===== config.mk =====
export PLATFORM = sky130hd
export DESIGN_NAME = adder_share_arb_flat
export DESIGN_NICKNAME = d
export VERILOG_FILES = /design/src/rtl/adder_share_arb_if.sv /design/src/rtl/adder_share_arb.sv /design/src/flat_wrapper.sv
export SDC_FILE = /design/constraint.sdc
export NUM_CORES = 1
export LEC_CHECK = 0
export CAP_MARGIN = 20
export CORE_MARGIN = 5
export CORE_UTILIZATION = 30
export DETAILED_ROUTE_END_ITERATION = 10
export GPL_ROUTABILITY_DRIVEN = 1
export PLACE_DENSITY = 0.61
export REMOVE_ABC_BUFFERS = 1
export SETUP_SLACK_MARGIN = 0.4
export SLEW_MARGIN = 20
export SYNTH_ARGS = -nofsm -noshare
export SYNTH_HDL_FRONTEND = slang
export SYNTH_SLANG_ARGS = --single-unit

===== constraint.sdc =====
create_clock -name clk -period 6.8 [get_ports clk]
set_clock_uncertainty 0.2 [all_clocks]
set_input_delay 0.68 -clock clk [delete_from_list [all_inputs] [get_ports clk]]
set_output_delay 0.68 -clock clk [all_outputs]
set_load 0.02 [all_outputs]

===== src/rtl/adder_share_arb_if.sv =====
// Request/result bundle between the shared adder and its requesters.
// Ports: req/op_a/op_b/stall driven by the requester side (master);
//        ack/sum/cout/res_valid/res_id driven by the arbiter (slave).
interface adder_share_arb_if #(
  parameter int WIDTH = 32,
  parameter int NREQ  = 3,
  parameter int IDW   = 2
);
  logic [NREQ-1:0]       req;
  logic [NREQ*WIDTH-1:0] op_a;
  logic [NREQ*WIDTH-1:0] op_b;
  logic                  stall;
  logic [NREQ-1:0]       ack;
  logic [WIDTH-1:0]      sum;
  logic                  cout;
  logic                  res_valid;
  logic [IDW-1:0]        res_id;

  modport master (
    output req, op_a, op_b, stall,
    input  ack, sum, cout, res_valid, res_id
  );

  modport slave (
    input  req, op_a, op_b, stall,
    output ack, sum, cout, res_valid, res_id
  );
endinterface


===== src/rtl/adder_share_arb.sv =====
// Round-robin arbiter sharing one WIDTH-bit adder between NREQ requesters.
// Latency: 1 cycle from an uncontested request to its ack/registered sum.
// Backpressure: stall freezes grants and holds outputs; requests stay pending.
// Ports: clk, rst (sync, active-high); bus (slave modport of adder_share_arb_if).
// Optional: define ADDER_SHARE_ARB_PRIO0_EN to give client 0 fixed top priority.
module adder_share_arb #(
  parameter int WIDTH = 32,
  parameter int NREQ  = 3,
  parameter int IDW   = 2
) (
  input logic              clk,
  input logic              rst,
  adder_share_arb_if.slave bus
);

  logic [NREQ-1:0]  ack_q, ack_d;
  logic [NREQ-1:0]  eligible;
  logic [WIDTH-1:0] sum_q;
  logic             cout_q;
  logic [IDW-1:0]   res_id_q;
  logic [IDW-1:0]   lw_q;
  logic [IDW-1:0]   win;
  logic             grant;
  logic [WIDTH-1:0] a_sel, b_sel;
  logic [WIDTH:0]   sum_d;

  always_comb begin
    // A client acked this cycle is still holding req; exclude it so one
    // request never produces two grants.
    eligible = bus.req & ~ack_q;
    grant    = 1'b0;
    win      = '0;
    ack_d    = '0;
    a_sel    = '0;
    b_sel    = '0;
    // Scan distance k = 1..NREQ from the last winner; the inner loop keeps
    // every index constant so the match is a flat compare per (k, i) pair.
    for (int k = 1; k <= NREQ; k++) begin
      for (int i = 0; i < NREQ; i++) begin
        if (!grant && eligible[i] &&
            ((int'(lw_q) + k == i) || (int'(lw_q) + k == i + NREQ))) begin
          grant    = 1'b1;
          win      = IDW'(i);
          ack_d    = '0;
          ack_d[i] = 1'b1;
          a_sel    = bus.op_a[i*WIDTH +: WIDTH];
          b_sel    = bus.op_b[i*WIDTH +: WIDTH];
        end
      end
    end
`ifdef ADDER_SHARE_ARB_PRIO0_EN
    // Client 0 overrides the rotation whenever it is eligible.
    if (eligible[0]) begin
      grant    = 1'b1;
      win      = '0;
      ack_d    = '0;
      ack_d[0] = 1'b1;
      a_sel    = bus.op_a[WIDTH-1:0];
      b_sel    = bus.op_b[WIDTH-1:0];
    end
`else
`endif
    sum_d = {1'b0, a_sel} + {1'b0, b_sel};
  end

  always_ff @(posedge clk) begin
    if (rst) begin
      ack_q    <= '0;
      sum_q    <= '0;
      cout_q   <= 1'b0;
      res_id_q <= '0;
      lw_q     <= IDW'(NREQ - 1);
    end else if (!bus.stall && grant) begin
      ack_q    <= ack_d;
      sum_q    <= sum_d[WIDTH-1:0];
      cout_q   <= sum_d[WIDTH];
      res_id_q <= win;
      lw_q     <= win;
    end else begin
      ack_q    <= '0;
    end
  end

  assign bus.ack       = ack_q;
  assign bus.sum       = sum_q;
  assign bus.cout      = cout_q;
  assign bus.res_valid = |ack_q;
  assign bus.res_id    = res_id_q;

endmodule


===== src/flat_wrapper.sv =====
// flat-port wrapper written by rule: the top's interface ports become plain ports
module adder_share_arb_flat 
#(
  parameter int WIDTH = 32,
  parameter int NREQ  = 3,
  parameter int IDW   = 2
)
  (clk, rst, bus_req, bus_op_a, bus_op_b, bus_stall, bus_ack, bus_sum, bus_cout, bus_res_valid, bus_res_id);
  adder_share_arb_if #(.WIDTH(WIDTH), .NREQ(NREQ), .IDW(IDW)) bus_i ();
  input logic clk;
  input logic rst;
  input wire logic [$bits(bus_i.req)-1:0] bus_req;
  input wire logic [$bits(bus_i.op_a)-1:0] bus_op_a;
  input wire logic [$bits(bus_i.op_b)-1:0] bus_op_b;
  input wire logic [$bits(bus_i.stall)-1:0] bus_stall;
  output wire logic [$bits(bus_i.ack)-1:0] bus_ack;
  output wire logic [$bits(bus_i.sum)-1:0] bus_sum;
  output wire logic [$bits(bus_i.cout)-1:0] bus_cout;
  output wire logic [$bits(bus_i.res_valid)-1:0] bus_res_valid;
  output wire logic [$bits(bus_i.res_id)-1:0] bus_res_id;
  assign bus_i.req = bus_req;
  assign bus_i.op_a = bus_op_a;
  assign bus_i.op_b = bus_op_b;
  assign bus_i.stall = bus_stall;
  assign bus_ack = bus_i.ack;
  assign bus_sum = bus_i.sum;
  assign bus_cout = bus_i.cout;
  assign bus_res_valid = bus_i.res_valid;
  assign bus_res_id = bus_i.res_id;
  adder_share_arb #(.WIDTH(WIDTH), .NREQ(NREQ), .IDW(IDW)) u_core (.clk(clk), .rst(rst), .bus(bus_i));
endmodule

==> results of run 1 <==
-- through the flow --
| step | total power [mW] | std cells |
|---|---|---|
| floorplan | 2.20 | 571 |
| global placement | 2.98 | 998 |
| detailed placement | 3.03 | 998 |
| CTS | 3.28 | 1006 |
| global route | 3.61 | 1006 |
| finish | 3.27 | 1006 |
-- worst paths after layout --
| path | slack [ps] | startpoint | endpoint | depth (start not counted) |
|---|---|---|---|---|
| max | 970 | bus_req[1] | u_core.bus.sum[30] | 21 |
| min | 250 | u_core.bus.sum[8] | u_core.bus.sum[8] | 2 |
| max reg2reg | 1070 | u_core.lw_q[0] | u_core.bus.sum[30] | 22 |
| min reg2reg | 250 | u_core.bus.sum[8] | u_core.bus.sum[8] | 2 |
-- Yosys cell counts (2+ instances only) --
library cell and instances:
o211ai_1 4, o31ai_1 2, o221ai_1 13, or3_1 4, nor2b_1 7, clkbuf_1 29, a21oi_1 53, nand3_1 40
buf_2 2, ha_1 35, xnor2_1 14, buf_6 5, nand2b_1 5, buf_1 2, o21bai_1 2, xor2_1 5
and3_1 3, o21a_1 5, nand3b_1 7, a22oi_1 13, nor3_1 9, nand2_1 93, nand4_1 3, nor3b_1 3
a21o_1 11, o21ai_0 20, nor2b_4 2, nor4_1 2, a211oi_1 4, or2_2 2, o41ai_1 2, dfxtp_1 39
a31oi_1 5, a222oi_1 51, a211o_1 2, a221oi_1 3, inv_1 62, nor2_1 31
-- area by class of cell --
cell class                 count  area [µm²]  area share
inverter                      62         233      0.0333
multi-input combinational    470        3180       0.454
clock inverter                 1        5.00    0.000716
tap                          180         225      0.0322
clock buffer                   7         133      0.0190
timing repair buffer         247        2440       0.349
sequential                    39         781       0.112
-- cells by family after synthesis --
kind of cell               count (synthesis)  share of synthesized area
and+or+nand+nor                          216                      0.236
AOI/OAI and AO/OA                        198                      0.339
buffers and inverters                    101                     0.0977
DFF                                       39                      0.180
adders and majority gates                 36                      0.106
xor gates and xnor gates                  19                     0.0385
muxes                                      1                    0.00231
-- where the power goes --
group	switching (mW)	total (mW)	internal, mW
clock	0.0971	0.233	0.136
combinational	1.51	2.66	1.16
sequential	0.0524	0.371	0.319
-- flip-flops by register name, indices dropped and copies added (netlist names) --
signal,count
u_core.bus.sum,32
u_core.bus.ack,3
u_core.lw_q,2
u_core.bus.cout,1
u_core.bus.res_id,1
-- worst min-delay path, stage by stage, from the launching register on --
cell	delay, ps
dfxtp_1	310
nand2_1	50
a21oi_1	50
-- layer usage --
metal,up-vias,global-route usage,part of all wire
li1,2718,-,-
met2,274,0.383,0.48
met1,2655,0.246,0.41
met4,0,0.0507,0.017
met3,25,0.0598,0.097
met5,-,0,0
==> run metrics, run 1 <==
first-pass GRT wire length=28900 µm; Post-Route WL=18500 µm; row count=43; CTS Sinks=39; Post-DRT Antenna Nets=0; worst slew pin tran=778 ps; Die W=130 µm; Worst Path Arrival=5850 ps; # setup viols final=0; Setup Fix Bufs, Post-CTS=0; share of layout cells above drive strength 1=0.0363; count of buffers from port buffering=236; fin. max-slew vios=0; vias per cell=5.64; post-synth cell types=54; nets@finish=1059; vias in the first global route=5861; CTS max path bufs=2; CTS tree=done; post-synthesis sequential area ratio=0.180; Tcrit/Tclk final=0.858; Ys Warns=0; worst setup path class=in -> reg; height of the chip=130 µm; crit-path cells=clkdlybuf4s50_1, nor2b_4, o21ai_1, a2bb2oi_1, a2bb2oi_2, a221oi_2, and3_1, nand2b_4, a222oi_1, inv_1, ha_1, fa_1, a21oi_1, nand4b_1, a21oi_1, a221o_1, o211ai_1, o211ai_1, and3_1, o31ai_1, nor2b_1; largest net degree at the start of global routing=40; RSZ-0062 raised after global routing=no; VDD IR max=0.000153 V; first-pass iteration count of the detailed router=8; IO Pins=237; Mapped Avg Cell Area=7.09 µm²; Initial Utilization=0.309; Resized Gates After CTS=0; Hold Slack=247 ps; cell taking the most area after synthesis=dfxtp_1; maxcap violations=0; H-tree Lvls=2; EDFF count, synth=0; starting DRC count in detailed routing=431; Setup WS post-layout=969 ps; max_slew headroom=0.481; Worst Path Buf+Inv=2; power per cell area=467 nW/µm²; leakage=3.05 nW; final core occ=0.500; GP Congestion=0.826; routed len/inst=18.4 µm; Synth area leaders=dfxtp_1, a222oi_1, ha_1, nand2_1, a21oi_1; Max Clk Rate=171 MHz; Synth async-reset ratio=0; Seq cells post-synth=39; Fillers=1406; mapped cell area=4330 µm²; area grow syn2layout=61.5%; Main synth FF type=dfxtp_1; Root Driver=clkbuf_16; GRT Total Usage=0.211; outcome=finished clean; hold_buf cts=0; TritonCTS Buffers=5; Remaining Overflow, GRT=0; nature of the critical path startpoint=input pin; most common cell after layout, fill and taps aside=clkdlybuf4s50_1; CTS clk-pin slew, worst paths=60 ps; commonest cells after routing, fill and taps aside=clkdlybuf4s50_1, nand2_1, inv_1; Hold Path Class=reg -> reg; area of the core=14000 µm²; DP Wirelength=14500 µm; top-area cell type share of the netlist area=0.180; crit-path max cell delay=480 ps; worst skew pair latency=280 ps; DR vias=5672; TNS Setup=0 ps; CP required=6820 ps; minimum clock period=5830 ps; cells after synthesis=610; initial antenna violation count=0; Final Hold Viols=0; CP delay by family, top=compound AO/OA/AOI/OAI gates; Crit. End Element=register; fin area=6990 µm²; slowest CP cell=a222oi_1; Worst Path Max Fanout=35; Post-DP Area=6850 µm²; # diodes=0; Die ar.=16900 µm²; DR DRC count=0; Placement Setup Slack=714 ps
No activity file was read; power rests on OpenSTA's default activity.
==> run 2, diff against run 1 <==
--- a/config.mk
+++ b/config.mk
@@ -5,12 +5,13 @@
 export SDC_FILE = /design/constraint.sdc
 export NUM_CORES = 1
 export LEC_CHECK = 0
+export ABC_AREA = 1
 export CAP_MARGIN = 20
 export CORE_MARGIN = 5
 export CORE_UTILIZATION = 30
 export DETAILED_ROUTE_END_ITERATION = 10
 export GPL_ROUTABILITY_DRIVEN = 1
-export PLACE_DENSITY = 0.61
+export PLACE_DENSITY = 0.51
 export REMOVE_ABC_BUFFERS = 1
 export SETUP_SLACK_MARGIN = 0.4
 export SLEW_MARGIN = 20
==> run 2 against run 1 <==
  * Clock-buffer cell count decreased by 1
  * Worst setup slack gained 520 ps
  * Synthesized area increased by 90%
  * Maximum frequency up 9.8%
  * Synthesized cell count rose to 2.8 times the previous value
  * Global-route usage increased by 1.4 points
  * Clock power rose by 21%
  * Power increased by 4.1%
  * Core utilization decreased by 8.9 points
  * Largest power group unchanged
  * Flip-flop and latch count is the same
  * Via count rose by 93%
  * Critical path type unchanged
  * Routed wire length rose by 96%
==> run metrics, run 2 <==
Synth async-reset ratio=0; share of layout cells above drive strength 1=0.0324; CTS clk-pin slew, worst paths=60 ps; RSZ-0062 raised after global routing=no; Post-Synth XOR/XNOR Area=0.0202; slowest CP cell=nand2_2; outcome=finished clean; crit-path max cell delay=700 ps; DP Wirelength=28500 µm; CP required=6830 ps; commonest cells after routing, fill and taps aside=nand2_1, inv_1, clkdlybuf4s50_1; count leader, synth=nand2_1; Post-Route WL=36200 µm; # diodes=0; Fillers=3038; routed len/inst=16.1 µm; mux contribution to synthesized area=0; minimum clock period=5310 ps; first-pass iteration count of the detailed router=7; post-synthesis sequential area ratio=0.0950; Worst Path Arrival=5340 ps; DR DRC count=0; row count=60; crit-path cells=clkdlybuf4s50_1, nand3_4, nand4_4, nor2_4, nand2_1, nand2_2, buf_4, nand2_1, nand3_1, nand2_1, nand2_1, nand2_1, ha_1, nand2_1, nor2_1, nand2_1, nand2_1, nand2_1, nand2_1, nand2_1, nand2_1, xor2_1, nand2_1, nand2_1; worst slew pin tran=1100 ps; FF-to-FF path depth=25; first-pass GRT wire length=56600 µm; Synth Area in Simple Gates=0.537; TNS Setup=0 ps; vias in the first global route=10200; Die ar.=30800 µm²; number of flip-flops in the largest register=32; Final Hold Viols=0; most frequent CP cell=nand2_1; count of buffers from port buffering=236; largest net degree at the start of global routing=48; area grow syn2layout=34.7%; post-synth cell types=33; Worst Path Max Fanout=28; # setup viols final=0; nature of the critical path startpoint=input pin; Resized Gates After CTS=0; largest family of logic cells by synthesized area=simple AND/OR/NAND/NOR gates; Seq cells post-synth=39; IO Pins=237; starting DRC count in detailed routing=816; fraction of the mapped netlist area in adder cells=0.0557; initial antenna violation count=0; VDD IR max=0.000128 V; Initial Utilization=0.305; leakage=6.11 nW; Pwr Total=3.40 mW; nets@finish=2146; TritonCTS Buffers=5; most common cell after layout, fill and taps aside=nand2_1; Post-DRT Antenna Nets=0; worst skew pair latency=280 ps; fin. max-slew vios=0; hold_buf cts=0; GP Congestion=0.959; Tcrit/Tclk final=0.781; mapped cell area=8220 µm²; GRT Total Usage=0.225; EDFF count, synth=0; Synth Area in Compound Gates=0.122; Hold Path Depth=2; Hold Path Class=reg -> reg; Die W=176 µm; Post-synth top cells=nand2_1, inv_1, nor2_1, nand3_1, a21oi_1; vias per cell=4.87; Crit. End Element=register; Setup Fix Bufs, Post-CTS=0; CTS Sinks=39; H-tree Lvls=2; Synth area leaders=nand2_1, inv_1, nor2_1, dfxtp_1, nand3_1; height of the chip=176 µm; Remaining Overflow, GRT=0; cells after synthesis=1716; max_slew headroom=0.264; maxcap violations=0; top-area cell type share of the netlist area=0.313; Max Clk Rate=188 MHz; Mapped Avg Cell Area=4.79 µm²; DR vias=11000; CTS max path bufs=2; cell taking the most area after synthesis=nand2_1; CTS tree=done; area of the core=27000 µm²; Main synth FF type=dfxtp_1; power per cell area=307 nW/µm²; Root Driver=clkbuf_16; worst setup path class=in -> reg; Ys Warns=0
## run 2: final timing paths
path / endpoint / slack [ps] / start
setup / recovery: u_core.bus.sum[17] / 1490 / bus_req[0]
hold / removal: u_core.bus.sum[6] / 250 / u_core.bus.sum[6]
setup reg to reg: u_core.bus.sum[17] / 1680 / u_core.lw_q[0]
hold reg to reg: u_core.bus.sum[6] / 250 / u_core.bus.sum[6]
## run 2: cells by family (layout without fill, tap and decap cells)
kind of cell	after synthesis	in the layout
DFF	39	39
adders and majority gates	36	36
xor gates and xnor gates	19	19
and+or+nand+nor	1085	1085
AOI/OAI and AO/OA	191	191
buffers and inverters	346	543
## run 2: through the flow
stage                     setup slack, ps   util  cells  area (µm²)  hold slack, ps
final                                1490  0.411   2254       11100             252
after global routing                 1070  0.411   2254       11100             274
after CTS                            1500  0.411   2254       11100             254
after detailed placement             1220  0.404   2246       10900             242
after global placement               1190  0.404   2246       10900             232
after floorplan                       624      -   1644        7860             268
## run 2: worst max-delay path, delay by kind of cell
family,cells,cell delay (ps)
AND/OR/NAND/NOR,20,3250
XOR/XNOR,1,330
buffers and inverters,2,720
adder cells (fa/ha/maj),1,360
## run 2: layer usage
layer	vias up	wire length (µm)	GRT usage
met3	40	2200	0.0248
met2	376	15900	0.359
met1	4893	17700	0.331
met5	-	0	0
li1	5660	-	-
met4	0	456	0.0416
## run 2: layout make-up
cell class | instances | area (µm²) | share of cell area
Clock buffer | 6 | 139 | 0.0125
Multi-Input combinational cell | 1331 | 6080 | 0.549
Timing Repair Buffer | 261 | 2590 | 0.234
Clock inverter | 2 | 35.0 | 0.00316
Sequential cell | 39 | 781 | 0.0705
Tap cell | 341 | 427 | 0.0385
Inverter | 274 | 1030 | 0.0929
## run 2: report_power, final
group | internal [mW] | switching (mW) | total (mW)
combinational | 0.984 | 1.74 | 2.72
sequential | 0.326 | 0.0742 | 0.400
clock | 0.183 | 0.0984 | 0.281
total | 1.49 | 1.91 | 3.40
